`config.mk`:
```
export PLATFORM = sky130hd
export DESIGN_NAME = noc_inject_ni_flat
export DESIGN_NICKNAME = d
export VERILOG_FILES = /design/src/rtl/noc_inject_ni_if.sv /design/src/rtl/noc_inject_ni.sv /design/src/flat_wrapper.sv
export SDC_FILE = /design/constraint.sdc
export NUM_CORES = 1
export LEC_CHECK = 0
export BUFFER_PORTS_ARGS = -buffer_cell sky130_fd_sc_hd__buf_4
export CORE_UTILIZATION = 56
export DETAILED_ROUTE_END_ITERATION = 12
export PLACE_DENSITY = 0.79
export SETUP_SLACK_MARGIN = 0.3
export SKIP_LAST_GASP = 1
export SLEW_MARGIN = 5
export SYNTH_ARGS = -nofsm -noshare
export SYNTH_HDL_FRONTEND = slang
export SYNTH_SLANG_ARGS = --single-unit
```
`constraint.sdc`:
```
create_clock -name clk -period 2.7 [get_ports clk]
set_input_delay 0.135 -clock clk [delete_from_list [all_inputs] [get_ports clk]]
set_output_delay 0.135 -clock clk [all_outputs]
set_load 0.1 [all_outputs]
```
`src/rtl/noc_inject_ni_if.sv`:
```
// Handshake bundle between the PE, the injector and the router write port.
interface noc_inject_ni_if;
    logic        pe_valid;
    logic        pe_ready;
    logic [1:0]  pe_dest;
    logic [9:0]  pe_payload;
    logic        full;
    logic        almost_full;
    logic        write;
    logic [15:0] dataOut;

    // Injector side: consumes PE requests and router flow control, drives flits.
    modport slave (
        input  pe_valid, pe_dest, pe_payload, full, almost_full,
        output pe_ready, write, dataOut
    );

    // Environment side: PE plus router port.
    modport master (
        output pe_valid, pe_dest, pe_payload, full, almost_full,
        input  pe_ready, write, dataOut
    );
endinterface

```
`src/rtl/noc_inject_ni.sv`:
```
// Network-interface injector: buffers PE payloads in a small FIFO and emits
// formatted 16-bit flits on a router write port under full/almost_full control.
module noc_inject_ni #(
    parameter logic [1:0]  SRC_ID = 2'b10,
    parameter int unsigned DEPTH  = 4,
    parameter int unsigned AW     = 2
) (
    input  logic            clk,
    input  logic            reset,
    noc_inject_ni_if.slave  ni,
    output logic            bad_dest,
    output logic [15:0]     sent_cnt,
    output logic [AW:0]     pending
);

    typedef enum logic [1:0] {IDLE, SEND, BLOCKED} state_t;

    state_t         r_state;
    state_t         w_state_nxt;
    logic [11:0]    r_mem [DEPTH];
    logic [AW-1:0]  r_wptr;
    logic [AW-1:0]  r_rptr;
    logic [AW:0]    r_count;
    logic           r_write;
    logic [15:0]    r_data;
    logic           r_bad;
    logic [15:0]    r_sent;

    logic           w_ready;
    logic           w_accept;
    logic           w_push;
    logic           w_go;
    logic [11:0]    w_head;

    // Ready depends only on the registered occupancy, so a same-cycle pop never raises it early.
    assign w_ready  = (r_count != (AW+1)'(DEPTH));
    assign w_accept = ni.pe_valid & w_ready;
    assign w_push   = w_accept & (ni.pe_dest != 2'b11);
    assign w_go     = (r_count != '0) & ~((r_write & ni.almost_full) | (~r_write & ni.full));
    assign w_head   = r_mem[r_rptr];

    assign ni.pe_ready = w_ready;
    assign ni.write    = r_write;
    assign ni.dataOut  = r_data;
    assign bad_dest    = r_bad;
    assign sent_cnt    = r_sent;
    assign pending     = r_count;

    // FIFO storage: entry holds {payload, dest}; formatting happens at pop time.
    always_ff @(posedge clk) begin
        if (w_push) begin
            r_mem[r_wptr] <= {ni.pe_payload, ni.pe_dest};
        end
    end

    // Pointers, occupancy and registered router-side outputs.
    always_ff @(posedge clk or posedge reset) begin
        if (reset) begin
            r_wptr  <= '0;
            r_rptr  <= '0;
            r_count <= '0;
            r_write <= 1'b0;
            r_data  <= '0;
            r_bad   <= 1'b0;
            r_sent  <= '0;
        end else begin
            r_bad <= w_accept & (ni.pe_dest == 2'b11);
            if (w_push) begin
                r_wptr <= r_wptr + AW'(1);
            end
            if (w_go) begin
                r_rptr  <= r_rptr + AW'(1);
                r_write <= 1'b1;
                r_data  <= {1'b0, w_head[11:2], SRC_ID, w_head[1:0], 1'b1};
                r_sent  <= r_sent + 16'd1;
            end else begin
                r_write <= 1'b0;
            end
            case ({w_push, w_go})
                2'b10:   r_count <= r_count + (AW+1)'(1);
                2'b01:   r_count <= r_count - (AW+1)'(1);
                default: r_count <= r_count;
            endcase
        end
    end

    // FSM state register.
    always_ff @(posedge clk or posedge reset) begin
        if (reset) begin
            r_state <= IDLE;
        end else begin
            r_state <= w_state_nxt;
        end
    end

    // Next state: SEND tracks the write strobe; BLOCKED means data waits on flow control.
    always_comb begin
        w_state_nxt = r_state;
        case (r_state)
            IDLE:    w_state_nxt = w_go ? SEND : IDLE;
            SEND:    w_state_nxt = w_go ? SEND : ((r_count != '0) ? BLOCKED : IDLE);
            BLOCKED: w_state_nxt = w_go ? SEND : BLOCKED;
            default: w_state_nxt = IDLE;
        endcase
    end

    a_send_is_write: assert property (@(posedge clk) disable iff (reset)
        (r_state == SEND) == r_write);
    a_blocked_has_data: assert property (@(posedge clk) disable iff (reset)
        (r_state == BLOCKED) |-> (r_count != '0));
    a_idle_no_write: assert property (@(posedge clk) disable iff (reset)
        (r_state == IDLE) |-> !r_write);

endmodule

```
`src/flat_wrapper.sv`:
```
// flat-port wrapper written by rule: the top's interface ports become plain ports
module noc_inject_ni_flat 
#(
    parameter logic [1:0]  SRC_ID = 2'b10,
    parameter int unsigned DEPTH  = 4,
    parameter int unsigned AW     = 2
)
  (clk, reset, bad_dest, sent_cnt, pending, ni_pe_valid, ni_pe_dest, ni_pe_payload, ni_full, ni_almost_full, ni_pe_ready, ni_write, ni_dataOut);
  noc_inject_ni_if ni_i ();
  input  logic clk;
  input  logic reset;
  output logic bad_dest;
  output logic [15:0] sent_cnt;
  output logic [AW:0] pending;
  input wire logic [$bits(ni_i.pe_valid)-1:0] ni_pe_valid;
  input wire logic [$bits(ni_i.pe_dest)-1:0] ni_pe_dest;
  input wire logic [$bits(ni_i.pe_payload)-1:0] ni_pe_payload;
  input wire logic [$bits(ni_i.full)-1:0] ni_full;
  input wire logic [$bits(ni_i.almost_full)-1:0] ni_almost_full;
  output wire logic [$bits(ni_i.pe_ready)-1:0] ni_pe_ready;
  output wire logic [$bits(ni_i.write)-1:0] ni_write;
  output wire logic [$bits(ni_i.dataOut)-1:0] ni_dataOut;
  assign ni_i.pe_valid = ni_pe_valid;
  assign ni_i.pe_dest = ni_pe_dest;
  assign ni_i.pe_payload = ni_pe_payload;
  assign ni_i.full = ni_full;
  assign ni_i.almost_full = ni_almost_full;
  assign ni_pe_ready = ni_i.pe_ready;
  assign ni_write = ni_i.write;
  assign ni_dataOut = ni_i.dataOut;
  noc_inject_ni #(.SRC_ID(SRC_ID), .DEPTH(DEPTH), .AW(AW)) u_core (.clk(clk), .reset(reset), .ni(ni_i), .bad_dest(bad_dest), .sent_cnt(sent_cnt), .pending(pending));
endmodule
```
# --- Yosys cells after proc, flatten, opt, wreduce, memory -nomap -nowiden ---
# Memory sizes are Yosys's and may differ from the RTL's. A register that Yosys moved wholly into a read port is not among the register bits.
# Cells that the tools add are included.
totals:
  input_bits: 17
  ramBits: 48
  elab_cells: 33
  register_bits: 39
  output_inout_bits: 38
  memories: 1
mem_list:
  columns: ["name", "words", "width", "rd", "rd_clocked_by_memory_dff", "wr", "line_no", "source"]
  rows:
  - ["u_core.r_mem", 4, 12, 1, 1, 1, "noc_inject_ni.sv:20", "logic [11:0] r_mem [DEPTH];"]
op_classes:
  eq_ne: 5
  reduce_logical: 2
  bitwise_logic: 9
  add_sub_neg: 5
  mux: 4
op_table:
  columns: ["cell", "count"]
  rows:
  - ["$add A16 B1 Y16 const B", 1]
  - ["$and A1 B1 Y1", 6]
  - ["$pmux W3 S2", 1]
  - ["$add A2 B1 Y2 const B", 2]
  - ["$eq A2 B2 Y1 const B", 2]
  - ["$add A3 B1 Y3 const B", 1]
  - ["$mux W1", 3]
  - ["$ne A3 B3 Y1 const B", 1]
  - ["$reduce_bool A3 Y1", 1]
  - ["$sub A3 B1 Y3 const B", 1]
  - ["$eq A2 B1 Y1 const B", 1]
  - ["$ne A2 B2 Y1 const B", 1]
  - ["$not A1 Y1", 2]
  - ["$reduce_bool A2 Y1", 1]
  - ["$or A1 B1 Y1", 1]

# --- Longest topological paths before layout ---
depth:
  ltp_word: 7
  ltp_mapped: 9

# --- Worst setup path after synthesis ---
# No wires, ideal clock.
synth_timing:
  path_kind: "register to register"
  from: "register u_core.r_count[0] (netlist: u_core.pending[0])"
  to: "register u_core.r_count[2] (netlist: u_core.pending[2])"
  stages_incl_launch_ff: 10
  setup_time_ns: 0.162
  arrival_time_ns: 3.235
  path_buffers: 0
  path_slack_ns: -0.698
  path_cell_list: "dfrtp_1 > or3b_1 > nand2_1 > a21oi_2 > inv_1 > ha_1 > fa_1 > xnor2_1 > nor2_1 > xor2_1"
synth_between:
  elab_chain_len: 5
synth_rtl:
  columns: ["item", "line_no", "source"]
  rows:
  - ["start: declaration", "noc_inject_ni.sv:23", "logic [AW:0] r_count;"]
  - ["start signal: assignment", "noc_inject_ni.sv:80", "2'b10: r_count <= r_count + (AW+1)'(1);"]
  - ["start signal: assignment", "noc_inject_ni.sv:81", "2'b01: r_count <= r_count - (AW+1)'(1);"]
  - ["start signal: assignment", "noc_inject_ni.sv:82", "default: r_count <= r_count;"]
  - ["$ne A3 B3 Y1 (*)", "noc_inject_ni.sv:36", "assign w_ready = (r_count != (AW+1)'(DEPTH));"]
  - ["via ni_pe_ready", "flat_wrapper.sv:20", "output wire logic [$bits(ni_i.pe_ready)-1:0] ni_pe_ready;"]
  - ["$and A1 B1 Y1 (*)", "noc_inject_ni.sv:37", "assign w_accept = ni.pe_valid & w_ready;"]
  - ["$and A1 B1 Y1 (*)", "noc_inject_ni.sv:38", "assign w_push = w_accept & (ni.pe_dest != 2'b11);"]
  - ["$eq A2 B1 Y1 or $eq A2 B2 Y1 (tied branches)", "noc_inject_ni.sv:79", "case ({w_push, w_go})"]
  - ["$pmux W3 S2 or $reduce_bool A2 Y1 (tied branches)", null, null]
# Mark *: on every way through the listed nets, which the timed path passes. The rest lies on a longest branch.
# A chain may end at the register's enable or synchronous reset.

# --- Worst setup path after layout ---
layout_timing:
  from: "register u_core.r_count[0] (netlist: u_core.pending[0])"
  to: "register u_core.r_count[2] (netlist: u_core.pending[2])"
layout_between:
  elab_chain_len: 5
layout_rtl:
  columns: ["item", "line_no"]
  rows:
  - ["$ne A3 B3 Y1", "noc_inject_ni.sv:36"]
  - ["$and A1 B1 Y1", "noc_inject_ni.sv:37"]
  - ["$and A1 B1 Y1", "noc_inject_ni.sv:38"]
  - ["$eq A2 B1 Y1 or $eq A2 B2 Y1 (tied branches)", "noc_inject_ni.sv:79"]
  - ["$pmux W3 S2 or $reduce_bool A2 Y1 (tied branches)", null]
# Parallel ways exist; a longest one is shown, timed or not.

==> results by stage <==
Run status:
- The flow ran to the end, and the final reports show no timing, DRC or antenna violations.

Die:
- For this design the top-level I/O count stands at 55.
- The vertical extent of the die is 81.2 microns.
- The die is 81.2 microns wide.
- The area of the placeable core is 5990 sq um.
- The starting density of the core is 58.6%.
- Row generation in the floorplan step produced 28 rows.
- The floorplan die area is 6590 sq um.

Yosys:
- During synthesis, Yosys emitted a total of 0 warnings.
- The combinational family with the most area after synthesis is multiplexers.
- In this run the cell area of the synthesized design comes to 3510 sq um.
- The synthesized-area fraction occupied by and/or/nand/nor cells is 7.45%.
- The dominant synthesized flop cell is sky130_fd_sc_hd__edfxtp_1.
- The most frequent cell after synthesis is sky130_fd_sc_hd__edfxtp_1.
- The number of enable-type register cells in the synthesized netlist is 48.
- The multiplexer share of the synthesized area is 13.2%.
- The synthesized netlist devotes 0.249% of its cell area to compound gates.
- The async set-or-reset flop fraction in the synthesized netlist is 44.2%.
- The number of synthesized register bits is 86.
- The area share of fa/ha/maj cells after synthesis is 2.71%.
- Summing the areas of all xor and xnor instances in the mapped netlist gives 5.24% of the synthesized area.
- The synthesized netlist cell count is 200.
- Counting instances in the post-synthesis netlist gives the leading cell types as sky130_fd_sc_hd__edfxtp_1 (48), sky130_fd_sc_hd__dfrtp_1 (38), sky130_fd_sc_hd__mux4_2 (12), sky130_fd_sc_hd__xnor2_1 (12), sky130_fd_sc_hd__mux2_2 (11).
- For this run, the register share of the synthesized area comes to 68.1%.
- The distinct cell type count of the synthesized netlist is 32.
- Summed over all instances, the cell type with the most area after synthesis is sky130_fd_sc_hd__edfxtp_1.
- In this run the mean area of a mapped cell was 17.6 sq um.
- Sorting the synthesized cells by area gives the leading types as sky130_fd_sc_hd__edfxtp_1 (41%), sky130_fd_sc_hd__dfrtp_1 (27%), sky130_fd_sc_hd__mux4_2 (7.7%).
- The fraction of synthesized cell area taken by the top area cell type is 41.1%.

Layout:
- After filler insertion, the fill cell instance count of the layout stands at 404.
- The repair_antennas step left the layout with diodes totalling 0.
- The area growth from synthesis to layout is 23.0%.
- The net count of the finished layout is 295.
- The area occupied by multi-input gates is 1040 sq um.
- The ratio of cells with drive above 1 in the final layout is 40.2%.
- Registers take 2400 sq um.

STA:
- Setup violations remaining at the end of the flow were counted as 0.
- The post-route setup TNS is 0 ps.
- The final clock period utilization by the worst path is 79.8%.
- The number of hold violations in the final report came to 0.
- For this run, the top clock speed supported by timing is 464 MHz.
- The final critical path time including I/O delays and setup is 2160 ps.
- Across the routed clock network, the largest skew measured is 9.29 ps.
- The relative max-transition margin is 46.9%.
- The final number of max-transition violations is 0.
- Setup repair after global routing left no endpoint under its margin.
- The slew at the pin closest to its max-slew limit is 795 ps.

Global route:
- The number of global-route vias before repair came to 1824.
- The initial antenna violation count is 0.
- The global-route wire length before repair is 9180 microns.
- The largest net degree at the start of global routing is 21.
- Global routing used 20.1% of the available tracks.
- Global routing finished with a remaining overflow of 0.

Detailed routing:
- In the final routed layout, each cell accounts on average for 16.8 microns.
- The detailed router's first-iteration violation count is 51.
- For this run, design rule violations remaining after detail routing come to 0.
- The number of vias in the routed layout is 1840.
- The number of vias per cell after detailed routing is 5.24.
- The number of detailed-routing iterations run before antenna repair is 6.
- The count of antenna-violating nets left after detailed routing is 0.
- For this block, the routed nets add up to 5900 microns of wire.

Worst setup path:
- The startpoint kind of the worst setup timing path is a flop.
- The worst setup path is of the flop to flop kind.
- The data required time at the worst endpoint is 2970 ps.
- The maximum fanout along the worst path is 20.
- The delay of the slowest cell on the worst path is 520 ps.
- Traced cell by cell, the critical path runs through or3_4 -> nand2_8 -> inv_8 -> ha_2 -> fa_2 -> xnor2_1 -> nor2_1 -> xor2_1.
- At the worst endpoint, the arrival time is 2430 ps.
- The nature of the critical path endpoint is a flop.
- The cell family contributing the most delay on the critical path is simple AND/OR/NAND/NOR gates.
- The cell with the largest stage delay on the worst path is sky130_fd_sc_hd__dfrtp_4.
- The number of buffers and inverters on the critical path is 1.

Clock tree:
- In this run the deepest clock path goes through 2 buffers.
- The post-cts hold buffer count is 11.
- The clock tree synthesis step divided the H-tree into 3 levels.
- The clock tree from TritonCTS is built.
- Clock-pin slew was measured on the worst setup and hold paths at 90 ps.
- The number of buffers created by CTS is 9.
- The number of sinks on the clock net is 86.
- After clock tree synthesis, the repair step resized 0 gates.
- The clock latency at the later pin of the worst-skew pair is 350 ps.
- The post-CTS setup-driven buffer insertion count is 0.
- The tree is rooted in a sky130_fd_sc_hd__clkbuf_8.

Run:
- Across the run, the number of max-cap violations was 0.

Placement:
- During placement, the flow inserted port buffers numbering 52.
- The post-DP HPWL is 3880 microns.
- The placer congestion estimate is 0.734.

Min path:
- The path type of the worst min-delay path is primary input to flop.
==> final cells by class <==
type | count | share of cell area [%]
sequential | 86 | 55.7
multi-input combinational | 101 | 24.1
timing repair buffer | 66 | 12.1
clock buffer | 10 | 2.96
tap | 75 | 2.17
clock inverter | 6 | 2.14
inverter | 7 | 0.783
==> path summary, 6_finish.rpt <==
check / start / depth (start not counted) / endpoint / slack, ps
min in group asynchronous: reset / 3 / u_core.ni.dataOut[7] / 490
hold reg to reg: u_core.sent_cnt[15] / 1 / u_core.sent_cnt[15] / 470
setup / recovery: u_core.pending[0] / 8 / u_core.pending[2] / 540
hold / removal: ni_pe_dest[1] / 1 / u_core.r_mem[2][1] / 30
max in group asynchronous: reset / 4 / u_core.sent_cnt[5] / 1540
setup reg to reg: u_core.pending[0] / 8 / u_core.pending[2] / 540
==> kinds of logic (layout without fill, tap and decap cells) <==
| group | after synthesis | in the layout |
|---|---|---|
| flops | 86 | 86 |
| simple gates | 43 | 43 |
| mux | 27 | 27 |
| xor+xnor | 21 | 21 |
| buf+inv | 14 | 89 |
| fa+ha+maj | 7 | 7 |
| other cells | 1 | 2 |
| compound gates | 1 | 1 |
==> sequential cells by signal, summed over array words and instances, names as in the netlist <==
signal,flops
u_core.bad_dest,1
u_core.ni.dataOut,13
u_core.ni.write,1
u_core.pending,3
u_core.r_mem,48
u_core.r_rptr,2
u_core.r_wptr,2
u_core.sent_cnt,16
==> placed cells by master (no fill, tap or decap), drive strengths merged, types with 9 or more instances in the layout <==
cell type,n
buf,55
inv,9
mux2,14
dfrtp,38
xnor2,12
edfxtp,48
nand2,11
mux4,12
dlygate4sd3,11
xor2,9
clkbuf,10
==> per-stage QoR <==
step	utilization (%)	cell area [sq um]	instances	setup WS [ps]	hold slack, ps
6_report	72.1	4320	351	545	25.4
5_1_grt	72.1	4320	351	458	7.48
3_5_place_dp	66.5	3990	324	546	337
3_3_place_gp	66.5	3990	324	588	329
2_1_floorplan	-	3550	201	271	234
4_1_cts	72.1	4320	351	531	10.9
==> worst register-to-register path, delay by kind of cell (launching register included) <==
family | cells | cell delay, ps
simple gates | 3 | 660
fa+ha+maj | 2 | 540
flops | 1 | 520
xor+xnor | 2 | 280
buf+inv | 1 | 80
==> routing by layer <==
metal	GRT usage, %	part of all wire [%]
met2	32.8	51
met4	10.2	2.0
met3	3.93	3.6
met5	0	0
met1	25.6	43
Power is left out: the tool's default activity adds up to more than one toggle a clock period on the data nets, which glitch-free logic cannot reach.
